`src/rtl/vdac_seq_ctrl.sv`:
```
// Sequencer for the voltage DAC: static, sawtooth, triangle and SAR search modes.
// All step and trial timing derives from a shared prescaler with live terminal count i_div.
module vdac_seq_ctrl #(
  parameter int unsigned BITWIDTH = 6,
  parameter int unsigned DIVW     = 8
) (
  input  logic                i_clk,
  input  logic                i_rst_n,
  input  logic                i_start,
  input  logic                i_stop,
  input  logic [1:0]          i_mode,
  input  logic [BITWIDTH-1:0] i_code,
  input  logic [DIVW-1:0]     i_div,
  input  logic                i_cmp,
  output logic [BITWIDTH-1:0] o_dac_data,
  output logic                o_dac_enable,
  output logic                o_busy,
  output logic                o_done,
  output logic                o_wrap,
  output logic [BITWIDTH-1:0] o_result
);

  // Two extra counter bits so a SAR trial of i_div+3 cycles fits at i_div = max.
  localparam int unsigned CW = DIVW + 2;

  localparam logic [BITWIDTH-1:0] CodeMax = {BITWIDTH{1'b1}};
  localparam logic [BITWIDTH-1:0] CodeOne = {{(BITWIDTH-1){1'b0}}, 1'b1};
  localparam logic [BITWIDTH-1:0] CodeMsb = {1'b1, {(BITWIDTH-1){1'b0}}};

  typedef enum logic [1:0] {StIdle, StRun, StSar} state_e;

  state_e              state_q, state_d;
  logic [1:0]          mode_q, mode_d;
  logic [CW-1:0]       cnt_q, cnt_d;
  logic [BITWIDTH-1:0] code_q, code_d;
  logic                dir_up_q, dir_up_d;
  logic [BITWIDTH-1:0] sar_bit_q, sar_bit_d;
  logic [BITWIDTH-1:0] result_q, result_d;
  logic                done_q, done_d;
  logic                wrap_q, wrap_d;
  logic                cmp_meta_q, cmp_sync_q;

  logic [CW-1:0]       run_term;
  logic [CW-1:0]       sar_term;
  logic                tick;
  logic                trial_end;
  logic [BITWIDTH-1:0] sar_code;

  always_comb begin
    run_term  = CW'(i_div);
    sar_term  = CW'(i_div) + CW'(2);
    tick      = (cnt_q == run_term);
    trial_end = (cnt_q == sar_term);
    sar_code  = code_q;

    state_d   = state_q;
    mode_d    = mode_q;
    cnt_d     = cnt_q;
    code_d    = code_q;
    dir_up_d  = dir_up_q;
    sar_bit_d = sar_bit_q;
    result_d  = result_q;
    done_d    = 1'b0;
    wrap_d    = 1'b0;

    unique case (state_q)
      StIdle: begin
        if (i_start && !i_stop) begin
          mode_d   = i_mode;
          cnt_d    = '0;
          dir_up_d = 1'b1;
          if (i_mode == 2'd3) begin
            state_d   = StSar;
            code_d    = CodeMsb;
            sar_bit_d = CodeMsb;
          end else begin
            state_d = StRun;
            code_d  = (i_mode == 2'd0) ? i_code : '0;
          end
        end
      end

      StRun: begin
        if (i_stop) begin
          state_d = StIdle;
        end else begin
          cnt_d = tick ? '0 : cnt_q + CW'(1);
          if (tick) begin
            case (mode_q)
              2'd0: code_d = i_code;
              2'd1: begin
                code_d = code_q + CodeOne;
                wrap_d = (code_q == CodeMax);
              end
              default: begin
                if (dir_up_q) begin
                  if (code_q == CodeMax) begin
                    code_d   = code_q - CodeOne;
                    dir_up_d = 1'b0;
                  end else begin
                    code_d = code_q + CodeOne;
                  end
                end else begin
                  code_d = code_q - CodeOne;
                  // Turning at 0 marks the end of the triangle period.
                  if (code_q == CodeOne) begin
                    dir_up_d = 1'b1;
                    wrap_d   = 1'b1;
                  end
                end
              end
            endcase
          end
        end
      end

      StSar: begin
        if (i_stop) begin
          state_d = StIdle;
        end else begin
          cnt_d = trial_end ? '0 : cnt_q + CW'(1);
          if (trial_end) begin
            if (cmp_sync_q) begin
              sar_code = code_q & ~sar_bit_q;
            end
            if (sar_bit_q[0]) begin
              code_d   = sar_code;
              result_d = sar_code;
              done_d   = 1'b1;
              state_d  = StIdle;
            end else begin
              sar_bit_d = sar_bit_q >> 1;
              code_d    = sar_code | (sar_bit_q >> 1);
            end
          end
        end
      end

      default: state_d = StIdle;
    endcase
  end

  always_ff @(posedge i_clk or negedge i_rst_n) begin
    if (!i_rst_n) begin
      state_q    <= StIdle;
      mode_q     <= 2'd0;
      cnt_q      <= '0;
      code_q     <= '0;
      dir_up_q   <= 1'b1;
      sar_bit_q  <= '0;
      result_q   <= '0;
      done_q     <= 1'b0;
      wrap_q     <= 1'b0;
      cmp_meta_q <= 1'b0;
      cmp_sync_q <= 1'b0;
    end else begin
      state_q    <= state_d;
      mode_q     <= mode_d;
      cnt_q      <= cnt_d;
      code_q     <= code_d;
      dir_up_q   <= dir_up_d;
      sar_bit_q  <= sar_bit_d;
      result_q   <= result_d;
      done_q     <= done_d;
      wrap_q     <= wrap_d;
      cmp_meta_q <= i_cmp;
      cmp_sync_q <= cmp_meta_q;
    end
  end

  assign o_dac_data   = code_q;
  assign o_busy       = (state_q != StIdle);
  assign o_dac_enable = (state_q != StIdle);
  assign o_done       = done_q;
  assign o_wrap       = wrap_q;
  assign o_result     = result_q;

endmodule

```
`config.mk`:
```
export PLATFORM = sky130hd
export DESIGN_NAME = vdac_seq_ctrl
export DESIGN_NICKNAME = d
export VERILOG_FILES = /design/src/rtl/vdac_seq_ctrl.sv
export SDC_FILE = /design/constraint.sdc
export NUM_CORES = 1
export LEC_CHECK = 0
export CORE_MARGIN = 5
export CORE_UTILIZATION = 50
export CTS_BUF_LIST = sky130_fd_sc_hd__clkbuf_2
export CTS_CLUSTER_SIZE = 24
export DETAILED_ROUTE_END_ITERATION = 6
export GPL_TIMING_DRIVEN = 0
export PLACE_DENSITY_LB_ADDON = 0.12
export SYNTH_ARGS = -nofsm -noshare
export SYNTH_HDL_FRONTEND = slang
export SYNTH_SLANG_ARGS = --single-unit
export TNS_END_PERCENT = 30
```
`constraint.sdc`:
```
create_clock -name i_clk -period 3.1 [get_ports i_clk]
set_input_delay 0.62 -clock i_clk [delete_from_list [all_inputs] [get_ports i_clk]]
set_output_delay 0.62 -clock i_clk [all_outputs]
set_load 0.01 [all_outputs]
```
==> metrics.log, run 1 <==
[metrics] number of violations of the max-capacitance limit: 0
[metrics] worst slew slack as a fraction of its limit: between 40% and 50%
[metrics] synthesized flop and latch total: 37
[metrics] Inserted Diodes: 0
[metrics] startpoint of the most critical register-to-register path: cnt_q[5]
[metrics] post-detailed-route via-to-cell ratio: 5.989
[metrics] post-CTS setup buffer count: 0
[metrics] final count of negative-setup-slack endpoints: 0
[metrics] maximum frequency from static timing analysis: roughly 340 MHz
[metrics] number of buffers inserted during clock tree synthesis: 5
[metrics] Core Box Area: 0.005473 mm2
[metrics] max-slew violations: 0
[metrics] DRT Wirelength: approximately 7.4 mm
[metrics] final hold violation count: 0
[metrics] most instantiated flip-flop cell in the synthesis netlist: sky130_fd_sc_hd__dfrtp_1
[metrics] Clock transition at path regs: 230 ps
[metrics] Worst-Skew Late Latency: 410 ps
[metrics] detail-routed net length per standard cell: 16.74 um
[metrics] Port Buf Inserts: 35
[metrics] worst endpoint required time: 3440 ps
[metrics] worst ir drop on vdd: 0.0003341 V
[metrics] number of nets with antenna violations after detailed routing: 0
[metrics] P per Cell Area: 654.5 mW/mm2
[metrics] CP startpoint: i_div[1]
[metrics] largest net degree at the start of global routing: 38
[metrics] critical path's largest stage delay: 500 ps
[metrics] fraction of registers with async set/reset: 100.0%
[metrics] r2r worst-path depth: 6
[metrics] cell at the root of the clock tree: sky130_fd_sc_hd__clkbuf_2
[metrics] clock sink count: 37
[metrics] most common cell after layout, fill and taps aside: sky130_fd_sc_hd__nand2_1
[metrics] reg-to-reg endpoint: cnt_q[7]
[metrics] proportion of synthesized chip area in sequential cells: 32.99%
[metrics] initial antenna violation count: 0
[metrics] clock period minus worst slack: 2981 ps
[metrics] largest clock skew in the final design: 30.30 ps
[metrics] top post-synthesis cells by area: sky130_fd_sc_hd__dfrtp_1 32%, sky130_fd_sc_hd__nand2_1 5.3%, sky130_fd_sc_hd__ha_1 3.6%
[metrics] site row count: 27
[metrics] Max Root-Sink Buffers: 2
[metrics] routability congestion estimate from global placement: 0.9066
[metrics] reg-to-reg slack, setup: 570 ps
[metrics] area share of the largest cell type after synthesis: 32.06%
[metrics] result of the run: finished clean
[metrics] Worst Setup Slack post-DPL: -312.2 ps
[metrics] post-synthesis instance area: 0.002810 mm2
[metrics] final setup TNS: 0 ps
[metrics] horizontal die dimension: 84.97 um
[metrics] proportion of layout cells with a drive suffix above 1: 9.485%
[metrics] most used cells in the layout excluding fill and tap cells: 40 x sky130_fd_sc_hd__nand2_1, 36 x sky130_fd_sc_hd__dfrtp_1, 34 x sky130_fd_sc_hd__clkdlybuf4s50_1, 18 x sky130_fd_sc_hd__o21ai_0
[metrics] first-pass GRT wire length: 12.54 mm
[metrics] number of fill cells in the layout: 520
[metrics] overall via count from detail_route: 2641
[metrics] cells after synthesis: approximately 330
[metrics] H-Tree Level Count: 2
[metrics] sum of overflow across all layers after global routing: 0
[metrics] endpoint class of the critical path: flip-flop
[metrics] post-synthesis net count: 355
[metrics] detailed-routing iteration count for the pre-antenna-repair pass: 5
[metrics] starting density of the core: 51.35%
[metrics] worst hold-check path type: in -> async
[metrics] capturing instance or port of the critical path: o_dac_data[3]
[metrics] final HPWL from detailed placement: 5.500 mm
[metrics] cell breakdown of the critical path: clkdlybuf4s50_1 > ha_1 > xor2_1 > nor4_1 > o211a_4 > a31oi_4 > or3_1 > buf_6 > mux2_4
[metrics] area added between synthesis and finish: 17.94%
[metrics] crit path launch type: input port
[metrics] vias in the first global route: between 2000 and 3000
[metrics] final routed DRC violation total: 0
[metrics] TritonCTS clock tree: yes
[metrics] Slew @ Worst Pin: 884.3 ps
[metrics] critical path arrival: about 3300 ps
[metrics] count of flip-flops with a built-in enable after synthesis: 0
[metrics] cell type with the largest total area after synthesis: sky130_fd_sc_hd__dfrtp_1
[metrics] Post-CTS Resized: 0
[metrics] number of warning messages in the yosys log: 0
[metrics] crit path max-delay cell type: sky130_fd_sc_hd__clkdlybuf4s50_1
[metrics] least setup slack across all paths after layout: about 120 ps
[metrics] unrepaired setup endpoints after global routing: no
[metrics] highest net fanout along the worst path: 7
[metrics] Nets: 397
[metrics] classification of the worst setup path: in -> reg
[metrics] count of different cell masters after synthesis: 56
[metrics] hold-fix buffers at CTS: 0
[metrics] vertical die dimension: 84.97 um
[metrics] average footprint of a synthesized cell: 8.620 um2
[metrics] Final Cycle Share: about 96%
[metrics] Leakage Power: ~1.4 nW
[metrics] DRC violation total after the first TritonRoute iteration: 236
[metrics] I/O pin total: 37
[metrics] sum of internal, switching and leakage power: 0.002169 W
[metrics] die area: roughly 0.0072 mm2
[metrics] share of the core filled with cells in the final layout: 60.56%
[metrics] total global routing track utilization: 21.42%
## metrics by stage
| step | hold slack [ps] | instances | instance area [um2] |
|---|---|---|---|
| floorplan | 324.4 | 326 | 2810 |
| global placement | 332.1 | 433 | 3251 |
| detailed placement | 342.6 | 433 | 3246 |
| CTS | 307.9 | 441 | 3314 |
| global route | 333.9 | 441 | 3314 |
| finish | 282.0 | 441 | 3314 |
## state kept, by name (all words and copies together) (netlist names), 2 cells and up
name and cells:
cnt_q 10, o_dac_data 6, o_result 6, sar_bit_q 6, mode_q 2, state_q 2
## layout make-up
cell class	instances	area (um2)	share of cell area, %
Clock buffer	5	25.02	0.7550
Buffer	21	102.6	3.095
Sequential cell	37	927.1	27.97
Tap cell	72	90.09	2.718
Clock inverter	3	43.79	1.321
Inverter	16	60.06	1.812
Timing Repair Buffer	35	345.3	10.42
Multi-Input combinational cell	252	1720	51.91
## critical path: cells and delay by family
kind / cells / cell delay (ps)
simple gates: 2 / 810
buf+inv: 2 / 660
mux: 1 / 300
xor+xnor: 1 / 160
compound gates: 2 / 410
fa+ha+maj: 1 / 340
## metal layers
metal	GRT usage [%]	part of all wire (%)
met4	6.187	1.5
met2	33.76	46
met3	3.107	4.2
met5	0	0
met1	30.50	48
## Yosys cell counts (all sizes together), types with 4 or more instances
master,count
a31oi,11
o31ai,4
or2,4
xor2,11
dfrtp,36
buf,5
clkbuf,16
nand2,40
nor2,11
nor3,13
and2,4
a21boi,5
o211ai,11
mux2i,5
nor2b,7
ha,8
mux2,10
o21ai,19
inv,16
or3,7
nand3,13
a21oi,13
xnor2,8
## worst min path at each step
stage               cells past startpoint  startpoint       endpoint  slack [ps]
floorplan                               0     i_rst_n     cmp_meta_q         320
global placement                        0  cmp_meta_q     cmp_sync_q         330
detailed placement                      0  cmp_meta_q     cmp_sync_q         340
CTS                                     1     i_rst_n      mode_q[0]         310
global route                            1     i_rst_n  o_dac_data[0]         330
finish                                  1     i_rst_n  o_dac_data[0]         280
## power by group
group	switching (W)	total [W]	internal, W
Clock	0.000182	0.000320	0.000138
Combinational	0.000686	0.00116	0.000478
Sequential	0.000111	0.000686	0.000575
## kinds of logic after synthesis
group,share of synthesized area [%]
AOI/OAI and AO/OA,22.75
xor gates and xnor gates,6.456
adders and majority gates,3.562
buffers and inverters,5.788
DFF,32.99
muxes,6.189
and+or+nand+nor,22.26
Note: power is estimated with default switching activity, not from simulation.
==> run 2: changes to the inputs <==
--- a/config.mk
+++ b/config.mk
@@ -8,8 +8,10 @@
 export CORE_MARGIN = 5
 export CORE_UTILIZATION = 50
 export CTS_BUF_LIST = sky130_fd_sc_hd__clkbuf_2
-export CTS_CLUSTER_SIZE = 24
+export CTS_CLUSTER_DIAMETER = 200
+export CTS_CLUSTER_SIZE = 8
 export DETAILED_ROUTE_END_ITERATION = 6
+export DONT_BUFFER_PORTS = 1
 export GPL_TIMING_DRIVEN = 0
 export PLACE_DENSITY_LB_ADDON = 0.12
 export SYNTH_ARGS = -nofsm -noshare
==> run 2 against run 1 <==
Power shrank 8.4%. Critical endpoint unchanged. Largest cell class unchanged. Highest routed layer unchanged. Global-route usage shrank 1.3 points. Critical path type is now reg -> reg. Sequential share of layout area grew 3.1 points. Clock power shrank 24%. Sequential cell count is the same. Critical path depth shrank 2. Utilization shrank 6.0 points. First-iteration DRC count shrank 11%.
==> metrics.log, run 2 (synthesis results as in run 1) <==
[metrics] CP startpoint: cnt_q[0] (was i_div[1])
[metrics] DRC violation total after the first TritonRoute iteration: 209 (was 236)
[metrics] post-CTS setup buffer count: 0 (unchanged)
[metrics] Slew @ Worst Pin: 640.7 ps (was 884.3 ps)
[metrics] max-slew violations: 0 (unchanged)
[metrics] Leakage Power: 1.253 nW (was 1.378 nW)
[metrics] number of fill cells in the layout: 526 (was 520)
[metrics] detailed-routing iteration count for the pre-antenna-repair pass: 7 (was 5)
[metrics] H-Tree Level Count: 2 (unchanged)
[metrics] result of the run: finished clean (unchanged)
[metrics] maximum frequency from static timing analysis: 388.1 MHz (was 335.4 MHz)
[metrics] final routed DRC violation total: 0 (unchanged)
[metrics] horizontal die dimension: 84.97 um (unchanged)
[metrics] worst slew slack as a fraction of its limit: 56.69% (was 41.05%)
[metrics] sum of internal, switching and leakage power: 0.001987 W (was 0.002169 W)
[metrics] wire length on met1: 3.382 mm (was 3.579 mm)
[metrics] critical path's largest stage delay: 500 ps (about the same)
[metrics] Worst Setup Slack post-DPL: 216.3 ps (was -312.2 ps)
[metrics] endpoint class of the critical path: flip-flop (unchanged)
[metrics] startpoint of the most critical register-to-register path: cnt_q[0] (was cnt_q[5])
[metrics] area added between synthesis and finish: 6.323% (was 17.94%)
[metrics] detail-routed net length per standard cell: 17.74 um (was 16.74 um)
[metrics] post-detailed-route via-to-cell ratio: 6.169 (was 5.989)
[metrics] initial antenna violation count: 0 (unchanged)
[metrics] site row count: 27 (unchanged)
[metrics] cell at the root of the clock tree: sky130_fd_sc_hd__clkbuf_2 (unchanged)
[metrics] TritonCTS clock tree: yes (unchanged)
[metrics] first-pass GRT wire length: 11.80 mm (was 12.54 mm)
[metrics] dpl cells: 398 (was 433)
[metrics] number of violations of the max-capacitance limit: 0 (unchanged)
[metrics] I/O pin total: 37 (unchanged)
[metrics] clock period minus worst slack: 2577 ps (was 2981 ps)
[metrics] vertical die dimension: 84.97 um (unchanged)
[metrics] Nets: 365 (was 397)
[metrics] starting density of the core: 51.35% (unchanged)
[metrics] highest net fanout along the worst path: 7 (unchanged)
[metrics] topmost layer with routed signal wires: met4 (unchanged)
[metrics] number of nets with antenna violations after detailed routing: 0 (unchanged)
[metrics] vias in the first global route: 2334 (was 2521)
[metrics] Port Buf Inserts: 0 (was 35)
[metrics] Final Instance Count excl. Fillers: 409 (was 441)
[metrics] final setup TNS: 0 ps (unchanged)
[metrics] proportion of layout cells with a drive suffix above 1: 10.39% (was 9.485%)
[metrics] final HPWL from detailed placement: 5.264 mm (was 5.500 mm)
[metrics] largest reg by FF count: cnt_q (unchanged)
[metrics] Worst Hold Launch: i_cmp
[metrics] P per Cell Area: 665.2 mW/mm2 (was 654.5 mW/mm2)
[metrics] Clock transition at path regs: 230 ps (about the same)
[metrics] most common cell after layout, fill and taps aside: sky130_fd_sc_hd__nand2_1 (unchanged)
[metrics] crit path launch type: flip-flop (was input port)
[metrics] crit path max-delay cell type: sky130_fd_sc_hd__nor4_1 (was sky130_fd_sc_hd__clkdlybuf4s50_1)
[metrics] overall via count from detail_route: 2523 (was 2641)
[metrics] most used cells in the layout excluding fill and tap cells: 40 x sky130_fd_sc_hd__nand2_1, 36 x sky130_fd_sc_hd__dfrtp_1, 18 x sky130_fd_sc_hd__o21ai_0, 16 x sky130_fd_sc_hd__inv_1, 16 x sky130_fd_sc_hd__clkbuf_1 (was 40 x sky130_fd_sc_hd__nand2_1, 36 x sky130_fd_sc_hd__dfrtp_1, 34 x sky130_fd_sc_hd__clkdlybuf4s50_1, 18 x sky130_fd_sc_hd__o21ai_0)
[metrics] largest net degree at the start of global routing: 37 (was 38)
[metrics] DR WL met2: 3.360 mm (was 3.382 mm)
[metrics] final count of negative-setup-slack endpoints: 0 (unchanged)
[metrics] die area: 0.007220 mm2 (unchanged)
[metrics] classification of the worst setup path: reg -> reg (was in -> reg)
[metrics] number of buffers inserted during clock tree synthesis: 5 (unchanged)
[metrics] cell breakdown of the critical path: xor2_1 > nor4_1 > o211a_4 > a31oi_4 > or3_1 > buf_6 > mux2_4 (was clkdlybuf4s50_1 > ha_1 > xor2_1 > nor4_1 > o211a_4 > a31oi_4 > or3_1 > buf_6 > mux2_4)
[metrics] Worst-Skew Late Latency: 420 ps (was 410 ps)
[metrics] Max Root-Sink Buffers: 2 (unchanged)
[metrics] hold-fix buffers at CTS: 2 (was 0)
[metrics] met3 wire length: 430 um (was 312 um)
[metrics] largest clock skew in the final design: 20.73 ps (was 30.30 ps)
[metrics] Final Cycle Share: 83.12% (was 96.16%)
[metrics] Post-CTS Resized: 0 (unchanged)
[metrics] final hold violation count: 0 (unchanged)
[metrics] least setup slack across all paths after layout: 523.2 ps (was 118.9 ps)
[metrics] unrepaired setup endpoints after global routing: no (unchanged)
[metrics] clock sink count: 37 (unchanged)
[metrics] sum of overflow across all layers after global routing: 0 (unchanged)
[metrics] DRT Wirelength: 7.254 mm (was 7.383 mm)
[metrics] routability congestion estimate from global placement: 0.8881 (was 0.9066)
[metrics] number of flip-flops in the largest register: 10 (unchanged)
[metrics] worst ir drop on vdd: 0.0002852 V (was 0.0003341 V)
[metrics] worst endpoint required time: 3410 ps (was 3440 ps)
[metrics] Core Box Area: 0.005473 mm2 (unchanged)
[metrics] total global routing track utilization: 20.11% (was 21.42%)
[metrics] worst hold-check path type: in -> reg (was in -> async)
[metrics] critical path arrival: 2890 ps (was 3320 ps)
[metrics] Inserted Diodes: 0 (unchanged)
## run 2: cell types whose count changed in the layout (fill, tap and decap cells not counted), sizes merged
cell           delta
bufinv            -1
clkdlybuf4s50    -34
clkinv            +2
dlygate4sd3       +2
inv               -1
## run 2: stage by stage
step / instance area (um2) / hold WS, ps / utilization, %
floorplan: 2810 / 324.4 / -
global placement: 2900 / 325.8 / 53.00
detailed placement: 2900 / 325.9 / 53.00
CTS: 2978 / 8.435 / 54.41
global route: 2988 / 146.9 / 54.60
finish: 2988 / 195.6 / 54.60
## run 2: power by group
part           internal (W)  leakage, nW  switching [W]
sequential         0.000576        0.483       0.000128
combinational      0.000392        0.737       0.000649
clock             0.0000574       0.0329       0.000184
## run 2: final timing paths
kind                       cells past startpoint  slack, ps             to
max                                            7        520  o_dac_data[3]
max reg2reg                                    7        520  o_dac_data[3]
min in group asynchronous                      1        580       dir_up_q
min reg2reg                                    0        380     cmp_sync_q
min                                            0        200     cmp_meta_q
max in group asynchronous                      2       2280  o_dac_data[2]
## run 2: metal layers
layer,up-vias,GRT usage [%]
met5,-,0
met3,10,3.981
met4,0,4.460
li1,1206,-
met2,80,31.78
met1,1227,28.41
## run 2: worst max-delay path, delay by kind of cell (launching register included)
kind,cells,cell delay (ps)
mux,1,290
flops,1,480
xor+xnor,1,200
compound gates,2,420
simple gates,2,920
buf+inv,1,160
## run 2: cell type report
type | instances | area [um2] | share of cell area (%)
flip-flops and latches | 37 | 927.1 | 31.03
well taps | 72 | 90.09 | 3.015
plain buffers | 21 | 102.6 | 3.434
multi-input cells | 252 | 1720 | 57.58
clock buffers | 5 | 25.02 | 0.8375
clock inverters | 3 | 22.52 | 0.7538
repair buffers | 3 | 40.04 | 1.340
inverters | 16 | 60.06 | 2.010
==> run 3: changes to the inputs <==
==> constraint.sdc (replaced) <==
create_clock -name i_clk -period 2.5 [get_ports i_clk]
set_input_delay 0.5 -clock i_clk [delete_from_list [all_inputs] [get_ports i_clk]]
set_output_delay 0.5 -clock i_clk [all_outputs]
set_load 0.01 [all_outputs]
==> run 3 against run 2 <==
Sequential cell count unchanged. Critical path depth unchanged. Routed wire length increased by 1.6%. Register-to-register slack got worse by 440 ps. Clock power increased by 65%. Global-route usage increased by 0.70 points. Final area increased by 1.1%. Largest power group unchanged.
==> metrics.log, run 3 (synthesis results as in run 1) <==
[metrics] result of the run: finished clean (unchanged)
[metrics] sequential share of power: 34.0% (was 35.4%)
[metrics] crit path launch type: flip-flop (unchanged)
[metrics] least setup slack across all paths after layout: 86.78 ps (was 523.2 ps)
[metrics] Internal Power: 0.001375 W (was 0.001025 W)
[metrics] reported net switching power: 0.001202 W (was 0.0009622 W)
[metrics] Port Buf Inserts: 0 (unchanged)
[metrics] vertical die dimension: 84.97 um (unchanged)
[metrics] vias in the first global route: 2416 (was 2334)
[metrics] cell at the root of the clock tree: sky130_fd_sc_hd__clkbuf_2 (unchanged)
[metrics] initial antenna violation count: 0 (unchanged)
[metrics] starting density of the core: 51.35% (unchanged)
[metrics] total global routing track utilization: 20.80% (was 20.11%)
[metrics] Leakage Power: 1.263 nW (was 1.253 nW)
[metrics] largest clock skew in the final design: 25.31 ps (was 20.73 ps)
[metrics] most used cells in the layout excluding fill and tap cells: 40 x sky130_fd_sc_hd__nand2_1, 36 x sky130_fd_sc_hd__dfrtp_1, 17 x sky130_fd_sc_hd__o21ai_0, 16 x sky130_fd_sc_hd__inv_1, 15 x sky130_fd_sc_hd__clkbuf_1 (was 40 x sky130_fd_sc_hd__nand2_1, 36 x sky130_fd_sc_hd__dfrtp_1, 18 x sky130_fd_sc_hd__o21ai_0, 16 x sky130_fd_sc_hd__inv_1, 16 x sky130_fd_sc_hd__clkbuf_1)
[metrics] final hold violation count: 0 (unchanged)
[metrics] Max Root-Sink Buffers: 2 (unchanged)
[metrics] Clock transition at path regs: 220 ps (was 230 ps)
[metrics] Slew @ Worst Pin: 608.6 ps (was 640.7 ps)
[metrics] area added between synthesis and finish: 7.525% (was 6.323%)
[metrics] number of nets with antenna violations after detailed routing: 0 (unchanged)
[metrics] number of buffers inserted during clock tree synthesis: 5 (unchanged)
[metrics] classification of the worst setup path: reg -> reg (unchanged)
[metrics] post-detailed-route via-to-cell ratio: 6.032 (was 6.169)
[metrics] maximum frequency from static timing analysis: 414.4 MHz (was 388.1 MHz)
[metrics] r2r worst-path depth: 7 (unchanged)
[metrics] most common cell after layout, fill and taps aside: sky130_fd_sc_hd__nand2_1 (unchanged)
[metrics] Hold WS: 76.84 ps (was 195.6 ps)
[metrics] horizontal die dimension: 84.97 um (unchanged)
[metrics] number of fill cells in the layout: 528 (was 526)
[metrics] number of cells on the worst hold path: 0 (unchanged)
[metrics] Worst-Skew Late Latency: 410 ps (was 420 ps)
[metrics] highest net fanout along the worst path: 7 (unchanged)
[metrics] overall via count from detail_route: 2461 (was 2523)
[metrics] sum of overflow across all layers after global routing: 0 (unchanged)
[metrics] clock network fraction of total power: 15.5% (was 12.2%)
[metrics] final count of negative-setup-slack endpoints: 0 (unchanged)
[metrics] combinational power share: 50.5% (was 52.4%)
[metrics] Final Cycle Share: 96.53% (was 83.12%)
[metrics] DRT Wirelength: 7.371 mm (was 7.254 mm)
[metrics] final HPWL from detailed placement: 5.378 mm (was 5.264 mm)
[metrics] clock sink count: 37 (unchanged)
[metrics] TritonCTS clock tree: yes (unchanged)
[metrics] I/O pin total: 37 (unchanged)
[metrics] Inserted Diodes: 0 (unchanged)
[metrics] Nets: 364 (was 365)
[metrics] Post-Place Cell Area: 0.002909 mm2 (was 0.002900 mm2)
[metrics] worst hold-check path type: in -> reg (unchanged)
[metrics] endpoint class of the critical path: flip-flop (unchanged)
[metrics] Core Box Area: 0.005473 mm2 (unchanged)
[metrics] H-Tree Level Count: 2 (unchanged)
[metrics] DRC violation total after the first TritonRoute iteration: 193 (was 209)
[metrics] routability congestion estimate from global placement: 0.8786 (was 0.8881)
[metrics] die area: 0.007220 mm2 (unchanged)
[metrics] largest net degree at the start of global routing: 38 (was 37)
[metrics] clock period minus worst slack: 2413 ps (was 2577 ps)
[metrics] number of violations of the max-capacitance limit: 0 (unchanged)
[metrics] first-pass GRT wire length: 12.18 mm (was 11.80 mm)
[metrics] detailed-routing iteration count for the pre-antenna-repair pass: 4 (was 7)
[metrics] worst ir drop on vdd: 0.0003432 V (was 0.0002852 V)
[metrics] site row count: 27 (unchanged)
[metrics] number of flip-flops in the largest register: 10 (unchanged)
[metrics] max-slew violations: 0 (unchanged)
[metrics] proportion of layout cells with a drive suffix above 1: 11.90% (was 10.39%)
[metrics] worst endpoint required time: 2830 ps (was 3410 ps)
[metrics] final routed DRC violation total: 0 (unchanged)
[metrics] worst slew slack as a fraction of its limit: 59.43% (was 56.69%)
[metrics] critical path arrival: 2740 ps (was 2890 ps)
[metrics] P per Cell Area: 852.9 mW/mm2 (was 665.2 mW/mm2)
[metrics] largest reg by FF count: cnt_q (unchanged)
[metrics] Net Sw Frac: 46.65% (was 48.41%)
[metrics] Worst Setup Slack post-DPL: -120.2 ps (was 216.3 ps)
[metrics] detail-routed net length per standard cell: 18.07 um (was 17.74 um)
[metrics] Final Instance Area: 0.003022 mm2 (was 0.002988 mm2)
[metrics] unrepaired setup endpoints after global routing: no (unchanged)
## run 3: layout make-up
cell class | count | area [um2] | share of cell area, %
multi-input cells | 252 | 1742 | 57.64
flip-flops and latches | 37 | 927.1 | 30.68
plain buffers | 21 | 103.9 | 3.437
well taps | 72 | 90.09 | 2.981
inverters | 16 | 60.06 | 1.988
clock inverters | 3 | 43.79 | 1.449
repair buffers | 2 | 30.03 | 0.9938
clock buffers | 5 | 25.02 | 0.8282
## run 3: timing repair
item | 4_1_cts | 5_1_grt
pin swaps | 0 | 0
hold buffers | 2 | 0
cloned | 0 | 0
setup endpoints to repair | 2 | 10
endpoints found under the hold margin | 37 | 0
gates resized for setup | 1 | 4
buffers inserted | 0 | 0
## run 3: final timing paths
path / startpoint / to / slack (ps)
max in group asynchronous: i_rst_n / dir_up_q / 1730
worst max register to register: cnt_q[0] / o_dac_data[4] / 90
min in group asynchronous: i_rst_n / o_dac_data[5] / 530
worst min-delay path: i_cmp / cmp_meta_q / 80
worst max-delay path: cnt_q[0] / o_dac_data[4] / 90
worst min register to register: cmp_meta_q / cmp_sync_q / 380
## run 3: power groups by stage
stage	logic, W	registers, W	clock network, W
final	0.00130	0.000877	0.000400
after global routing	0.00143	0.000900	0.000445
after CTS	0.00128	0.000875	0.000416
after detailed placement	0.00125	0.000887	0
after global placement	0.00124	0.000883	0
after floorplan	0.000974	0.000839	0
## run 3: metrics by stage
step | cells | utilization, % | total power, W | TNS [ps]
after global placement | 398 | 53.15 | 0.002120 | -360.4
final | 408 | 55.21 | 0.002577 | 0
after floorplan | 326 | - | 0.001813 | 0
after global routing | 408 | 55.21 | 0.002778 | 0
after CTS | 408 | 54.96 | 0.002568 | 0
after detailed placement | 398 | 53.15 | 0.002132 | -385.4
## run 3: routing by layer
| layer | vias to the layer above | global-route usage, % | wire length [um] |
|---|---|---|---|
| met3 | 7 | 3.786 | 381 |
| met5 | - | 0 | 0 |
| met1 | 1192 | 29.60 | 3419 |
| met4 | 0 | 4.892 | 79 |
| li1 | 1198 | - | - |
| met2 | 64 | 32.77 | 3490 |
## run 3: critical path, stage by stage (launching register included)
cell and delay, ps:
sky130_fd_sc_hd__dfrtp_1 480, sky130_fd_sc_hd__xor2_1 210, sky130_fd_sc_hd__nor4_2 380, sky130_fd_sc_hd__o211a_4 250, sky130_fd_sc_hd__a31oi_4 140, sky130_fd_sc_hd__or3_1 420, sky130_fd_sc_hd__buf_6 160, sky130_fd_sc_hd__mux2_4 290
